`config.mk`:
```
export PLATFORM = sky130hd
export DESIGN_NAME = codec_frame_serializer
export DESIGN_NICKNAME = d
export VERILOG_FILES = /design/src/rtl/codec_frame_serializer.sv
export SDC_FILE = /design/constraint.sdc
export NUM_CORES = 1
export LEC_CHECK = 0
export ABC_AREA = 1
export BUFFER_PORTS_ARGS = -buffer_cell sky130_fd_sc_hd__buf_4
export CAP_MARGIN = 10
export CORE_ASPECT_RATIO = 0.9
export CORE_MARGIN = 5
export CORE_UTILIZATION = 25
export DETAILED_ROUTE_END_ITERATION = 7
export PLACE_DENSITY_LB_ADDON = 0.08
export SLEW_MARGIN = 40
export SYNTH_ARGS = -nofsm -noshare
export SYNTH_HDL_FRONTEND = slang
export SYNTH_SLANG_ARGS = --single-unit
```
`constraint.sdc`:
```
create_clock -name i_clk -period 2.95 [get_ports i_clk]
set_input_delay 0.1475 -clock i_clk [delete_from_list [all_inputs] [get_ports i_clk]]
set_output_delay 0.1475 -clock i_clk [all_outputs]
set_load 0.01 [all_outputs]
```
`src/rtl/codec_frame_serializer.sv`:
```
// Codec-side frame pacer and I2S transmitter: paces the player with new_frame, captures one
// mono sample per frame, sends it on both channels and counts frames with no fresh sample.
module codec_frame_serializer #(
   parameter int unsigned HALF_BIT  = 16,
   parameter int unsigned SLOT_BITS = 32,
   parameter int unsigned SAMPLE_W  = 18
) (
   input  logic                i_clk,
   input  logic                i_reset,
   input  logic                i_enable,
   input  logic [SAMPLE_W-1:0] i_sample_in,
   input  logic                i_sample_strobe,
   output logic                o_new_frame,
   output logic                o_bclk,
   output logic                o_lrclk,
   output logic                o_sdata,
   output logic [7:0]          o_miss_count
);

   localparam int unsigned NBITS = 2 * SLOT_BITS;
   localparam int unsigned FRAME = NBITS * 2 * HALF_BIT;
   localparam int unsigned HW    = (HALF_BIT > 1) ? $clog2(HALF_BIT) : 1;
   localparam int unsigned BW    = $clog2(NBITS);

   logic [HW-1:0]       r_half_cnt;
   logic                r_bclk;
   logic [BW-1:0]       r_bit_idx;
   logic                r_new_frame;
   logic                r_lrclk;
   logic                r_sdata;
   logic [SAMPLE_W-1:0] r_hold;
   logic                r_tx_en;
   logic                r_seen;
   logic [7:0]          r_miss_count;

   logic [HW-1:0]       w_half_nxt;
   logic                w_bclk_nxt;
   logic [BW-1:0]       w_bit_nxt;
   logic [31:0]         w_pos;
   logic [31:0]         w_slot_nxt;
   logic                w_sdata_nxt;
   logic                w_capture;
   logic                w_miss;

   always_comb begin
      w_half_nxt = r_half_cnt + 1'b1;
      w_bclk_nxt = r_bclk;
      w_bit_nxt  = r_bit_idx;
      if (r_half_cnt == HW'(HALF_BIT - 1)) begin
         w_half_nxt = '0;
         w_bclk_nxt = ~r_bclk;
         if (r_bclk) begin
            w_bit_nxt = (r_bit_idx == BW'(NBITS - 1)) ? '0 : r_bit_idx + 1'b1;
         end
      end
   end

   assign w_pos = 32'(r_bit_idx) * (2 * HALF_BIT) + (r_bclk ? HALF_BIT : 32'd0)
                  + 32'(r_half_cnt);
   assign w_capture = (w_pos == 32'd2);
   assign w_miss    = ~(r_seen | i_sample_strobe);

   // Data for the slot the next bit period belongs to, so sdata moves with bclk's fall.
   always_comb begin
      w_slot_nxt = 32'(w_bit_nxt);
      if (w_slot_nxt >= SLOT_BITS) begin
         w_slot_nxt = w_slot_nxt - SLOT_BITS;
      end
      w_sdata_nxt = 1'b0;
      for (int unsigned i = 0; i < SAMPLE_W; i++) begin
         if (w_slot_nxt == SAMPLE_W - i) begin
            w_sdata_nxt = r_hold[i] & r_tx_en;
         end
      end
   end

   always_ff @(posedge i_clk or negedge i_reset) begin
      if (!i_reset) begin
         r_half_cnt   <= '0;
         r_bclk       <= 1'b0;
         r_bit_idx    <= '0;
         r_new_frame  <= 1'b0;
         r_lrclk      <= 1'b0;
         r_sdata      <= 1'b0;
         r_hold       <= '0;
         r_tx_en      <= 1'b0;
         r_seen       <= 1'b1;
         r_miss_count <= 8'd0;
      end else begin
         r_half_cnt  <= w_half_nxt;
         r_bclk      <= w_bclk_nxt;
         r_bit_idx   <= w_bit_nxt;
         r_new_frame <= (w_pos == FRAME - 2);
         r_lrclk     <= (w_bit_nxt >= BW'(SLOT_BITS));
         r_sdata     <= w_sdata_nxt;
         if (w_capture) begin
            r_hold  <= i_sample_in;
            r_tx_en <= i_enable;
            // A strobe on the capture edge is consumed here, never carried forward.
            r_seen  <= 1'b0;
            if (w_miss && (r_miss_count != 8'hFF)) begin
               r_miss_count <= r_miss_count + 8'd1;
            end
         end else begin
            r_seen <= r_seen | i_sample_strobe;
         end
      end
   end

   assign o_new_frame  = r_new_frame;
   assign o_bclk       = r_bclk;
   assign o_lrclk      = r_lrclk;
   assign o_sdata      = r_sdata;
   assign o_miss_count = r_miss_count;

endmodule

```
# After elaboration in Yosys (flattened, before gate mapping)

Index checks and enable logic that the tools add are counted.

Reductions and logical operators: 2
Equality and inequality tests: 23
Multiplexer cells: 25
Order comparisons: 2
Bitwise logic cells: 21
Add/sub/neg operators: 6

Operators by type and width:

| cell                                                   | number |
|---|---|
| equality test 32 x 4 -> 1 bit (second input constant)  | 8 |
| equality test 32 x 3 -> 1 bit (second input constant)  | 4 |
| equality test 32 x 5 -> 1 bit (second input constant)  | 3 |
| equality test 32 x 2 -> 1 bit (second input constant)  | 2 |
| equality test 32 x 1 -> 1 bit (second input constant)  | 1 |
| 2-to-1 mux 32 bit                                      | 1 |
| 2-to-1 mux 1 bit                                       | 19 |
| bitwise AND 1 bit                                      | 18 |
| 2-to-1 mux 6 bit                                       | 3 |
| adder 12 x 4 -> 13 bit                                 | 1 |
| equality test 13 x 11 -> 1 bit (second input constant) | 1 |
| equality test 13 x 2 -> 1 bit (second input constant)  | 1 |
| adder 11 x 5 -> 12 bit                                 | 1 |
| >= comparator 6 bit (second input constant)            | 2 |
| adder 8 x 1 -> 8 bit (second input constant)           | 1 |
| inequality test 8 bit (second input constant)          | 1 |
| subtractor 6 x 6 -> 7 bit (second input constant)      | 1 |
| adder 6 x 1 -> 6 bit (second input constant)           | 1 |
| equality test 6 bit (second input constant)            | 1 |
| 2-to-1 mux 5 bit                                       | 1 |
| adder 4 x 1 -> 4 bit (second input constant)           | 1 |
| equality test 4 bit (second input constant)            | 1 |
| 2-to-1 mux 4 bit                                       | 1 |
| NOT 1 bit                                              | 2 |
| other kinds (3)                                        | 3 |

Word-level logic and storage cells: 89
Output and inout bits: 12
Input bits: 22
Bits in registers: 42

# Depth between registers and ports, before layout

Depth after elaboration: 25
Depth in mapped cells: 17

# Worst setup path before layout

Ideal clock, no wire load.

Kind: reg2reg
From: register r_half_cnt[0]
To: register r_sdata, in the netlist o_sdata
Buffers on the path: 0
Cell stages (with the launch flop): 13
Arrival: 1,844 ps
Slack: 975 ps
Library setup time: 130 ps
Cells stage by stage: dfrtp_1 > ha_1 > nand2_4 > nor2_8 > nand3_1 > xor2_1 > nor2_1 > nand4_1 > nand3_1 > nor2_1 > nand3_1 > nor2_1 > nand4_1

Cells in the longest elaborated chain, start to end: 23
Elaborated cells between the ends (all ways): 41
Those cells by class: add/sub (1); order compare (1); eq/ne (19); mux (20)

Ends and longest elaborated chain:

| item                                                             | line   | RTL |
|---|---|---|
| start: declaration                                               | 25     | `logic [HW-1:0] r_half_cnt;` |
| start signal: assignment                                         | 90     | `r_half_cnt <= w_half_nxt;` |
| equality test 4 bit (*)                                          | 49     | `if (r_half_cnt == HW'(HALF_BIT - 1)) begin` |
| 2-to-1 mux 6 bit (*)                                             | 49     |  |
| net w_bit_nxt[4]                                                 | 38     | `logic [BW-1:0] w_bit_nxt;` |
| subtractor 6 x 6 -> 7 bit or >= comparator 6 bit (tied branches) | 67, 66 |  |
| 2-to-1 mux 32 bit (*)                                            | 66     | `if (w_slot_nxt >= SLOT_BITS) begin` |
| equality test 32 x 5 -> 1 bit                                    | 71     | `if (w_slot_nxt == SAMPLE_W - i) begin` |
| 2-to-1 mux 1 bit (17 in a row)                                   | 71     |  |
| 2-to-1 mux 1 bit (*)                                             | 71     |  |
| net w_sdata_nxt                                                  | 41     | `logic w_sdata_nxt;` |
| end signal: assignment                                           | 95     | `r_sdata <= w_sdata_nxt;` |
| end: declaration                                                 | 30     | `logic r_sdata;` |

Mark *: on every way through the listed nets, which the timed path passes. The rest lies on a longest branch.
A chain may end at the register's enable or synchronous reset.

# Final worst setup path

From: register r_half_cnt[1]
To: register r_sdata, in the netlist o_sdata

Same word-level chain as after synthesis.

==> summary.md <==
| Metric | Value |
|---|---|
| Critical path fanouts, max | `8` |
| Final WL | `~5200 um` |
| Routed WL per cell | `between 10 and 15 um` |
| CP Capture Type | `register` |
| Synthesized netlist cell count | `266` |
| RSZ-0062 raised after global routing | `no` |
| Worst Hold Class | `input pin to register` |
| First-pass GRT wire length | `around 8900 um` |
| Antenna fix cells | `0` |
| Die X | `roughly 110 um` |
| Input/output buffers | `33` |
| Syn nets | `between 200 and 300` |
| Setup bufs post-CTS | `0` |
| Fraction of layout cells with a size suffix above 1 | `19.9%` |
| Routed Antenna Nets | `0` |
| Clk Latency, worst-skew pair | `slightly below 0.3 ns` |
| Count of final setup violators | `0` |
| Cell internal pwr | `approximately 870 uW` |
| Static leakage | `about 0.0014 uW` |
| Tmin final | `2.30 ns` |
| Initial core utilization | `approximately a quarter` |
| Relative slew margins | `just over 60%` |
| # resized after CTS | `0` |
| Flop and latch count out of synthesis | `between 40 and 50` |
| Top cells by area, synth | `dfrtp_1 (48%), nand2_1 (16%), nand3_1 (6.7%)` |
| Overall Global Routing Usage | `10.6%` |
| CTS buffer count | `5` |
| Vias per cell | `4.23` |
| Skew final | `a little over 0.004 ns` |
| Mapped Area | `between 2000 and 2500 um^2` |
| Critical Path AT | `approximately 2.5 ns` |
| Fin. max-slew vios | `0` |
| Synth area leader | `dfrtp_1` |
| Post-synth cell types | `30` |
| Power per cell area | `between 400 and 500 nW/um^2` |
| Syn Area/Cell | `a little over 8 um^2` |
| Area delta synth->final | `23.8%` |
| DR DRC count | `0` |
| # IOs | `34` |
| Slew @ Worst Pin | `0.588 ns` |
| Worst EP required | `around 3.1 ns` |
| Hold Buf Count CTS | `1` |
| Top cells by count, synth | `nand2_1 (89), dfrtp_1 (41), nand3_1 (29), nor2_1 (25), inv_1 (22)` |
| Initial antenna violation count | `0` |
| Switching Fraction | `~22%` |
| Status | `complete, no violations` |
| Post-synth EDFFs | `0` |
| Final Cycle Share | `roughly 78%` |
| Reg power frac | `53.8%` |
| Post-synth ARST share | `100%` |
| Longest Clk Path Bufs | `2` |
| Clock sink count | `42` |
| 1st-pass router iterations | `4` |
| Share of the synthesized area in the top cell type | `47.6%` |
| Via count | `~1,800` |
| Post-DP HPWL | `roughly 3800 um` |
| Grt ovf | `0` |
| Die Y | `98.1 um` |
| Leading cell type by number of instances after synthesis | `nand2_1` |
| Seq/Total Area, Yosys | `between 40% and 50%` |
| GP Congestion | `0.793` |
| Cell row count | `32` |
| Warnings from Yosys | `0` |
| Final hold violation count | `0` |
| Core area | `about 8500 um^2` |
| Pin count of the biggest net entering global routing | `43` |
| Vias in the first global route | `approximately 1,800` |
| Clk slew on worst S/H paths | `around 0.09 ns` |
| Crit path kind | `register to register` |
| Psw | `~250 uW` |
| Clock power share | `around two fifths` |
| Die ar. | `approximately 11,000 um^2` |
| Fmax | `approximately 430 MHz` |
| Top FF cell, synth | `dfrtp_1` |
| Utilization after layout | `a little under a third` |
| Filler cell count | `approximately 960` |
| H-tree lvl count | `2` |
| TNS Setup | `0 ns` |
| Crit path launch type | `register` |
| Combinational share of power | `under 10%` |
| CTS tree | `yes` |
| VDD IR-drop max | `approximately 0.26 mV` |
| 1st-iter DRT viols | `31` |
| CTS root buf | `clkbuf_8` |
| Max Cap Violations | `0` |
| Nets | `331` |
==> final cells by class <==
cell class                 instances  area, um^2  share of cell area [%]
clock inverter                     3        40.0                    1.50
sequential                        42        1050                    39.5
multi-input combinational        196         997                    37.4
tap                              119         149                    5.58
timing repair buffer              35         265                    9.95
inverter                          25        93.8                    3.52
clock buffer                       5        68.8                    2.58
==> worst paths after layout <==
| check | start | to | slack (ns) | depth (start not counted) |
|---|---|---|---|---|
| setup / recovery | r_half_cnt[1] | o_sdata | 0.65 | 12 |
| hold / removal | i_sample_in[15] | r_hold[15] | 0.05 | 3 |
| setup reg to reg | r_half_cnt[1] | o_sdata | 0.65 | 12 |
| hold reg to reg | r_hold[13] | r_hold[13] | 0.48 | 2 |
| max in group asynchronous | i_reset | r_hold[5] | 2.17 | 2 |
| min in group asynchronous | i_reset | o_miss_count[4] | 0.39 | 2 |
==> cell families (layout without fill, tap and decap cells) <==
family	after synthesis	in the layout	share of synthesized area [%]
XOR/XNOR	10	10	4.06
AO/OA/AOI/OAI	9	9	2.90
AND/OR/NAND/NOR	172	172	36.5
buffers and inverters	28	68	4.88
flip-flops	42	42	48.8
multiplexers	1	1	0.523
adder cells (fa/ha/maj)	4	4	2.32
==> power groups by stage <==
stage	clock network, uW	logic [uW]	registers [uW]
after floorplan	0	14.6	608
after global placement	0	52.3	611
after detailed placement	0	53.5	611
after CTS	484	54.3	600
after global routing	506	60.3	601
final	463	51.9	599
==> metrics by stage <==
step                      std cells  setup slack, ns  cell area [um^2]  hold slack, ns  total power (uW)
after floorplan                 266            0.975              2150          -0.148               623
after CTS                       425            0.604              2670          0.0403              1140
after global placement          416            0.618              2550           0.187               663
final                           425            0.650              2670          0.0484              1110
after global routing            425            0.344              2670          0.0412              1170
after detailed placement        416            0.611              2550           0.194               664
==> cell usage in the layout (no fill, tap or decap), types with 2 or more instances in the layout <==
master / Yosys / final
inv_1: 22 / 22
o21ai_0: 2 / 2
nor2_1: 25 / 25
xnor2_1: 4 / 4
nand3_1: 29 / 29
nand4_1: 10 / 10
clkinv_2: 0 / 2
a21oi_1: 4 / 4
nor2_2: 3 / 3
nand2_2: 4 / 4
dfrtp_1: 41 / 41
nand3_2: 2 / 2
nor3_1: 3 / 3
inv_2: 3 / 3
buf_4: 0 / 34
xor2_1: 6 / 6
ha_1: 4 / 4
nand2_1: 89 / 89
clkbuf_8: 0 / 5
==> flip-flops by register name, indices dropped and copies added (netlist names) <==
| name | count |
|---|---|
| r_half_cnt | 4 |
| r_seen | 1 |
| r_tx_en | 1 |
| o_miss_count | 8 |
| r_bit_idx | 6 |
| o_bclk | 1 |
| o_lrclk | 1 |
| o_new_frame | 1 |
| r_hold | 18 |
| o_sdata | 1 |
==> layer usage <==
layer	up-vias	global-route usage, %	wire length, um
li1	937	-	-
met1	820	14.7	2610
met4	0	3.11	75
met2	31	16.4	2290
met3	8	2.58	194
met5	-	0	0
==> worst max-delay path, cell delays in order, from the launching register on <==
cell     delay [ns]
dfrtp_1        0.38
ha_1           0.25
nand2_4        0.11
nor2_8         0.19
nand3_1        0.10
xor2_1         0.49
nor2_1         0.15
nand4_1        0.12
nand3_1        0.08
nor2_1         0.09
nand3_1        0.07
nor2_1         0.09
nand4_1        0.07
Power figures use the tool's default switching activity.
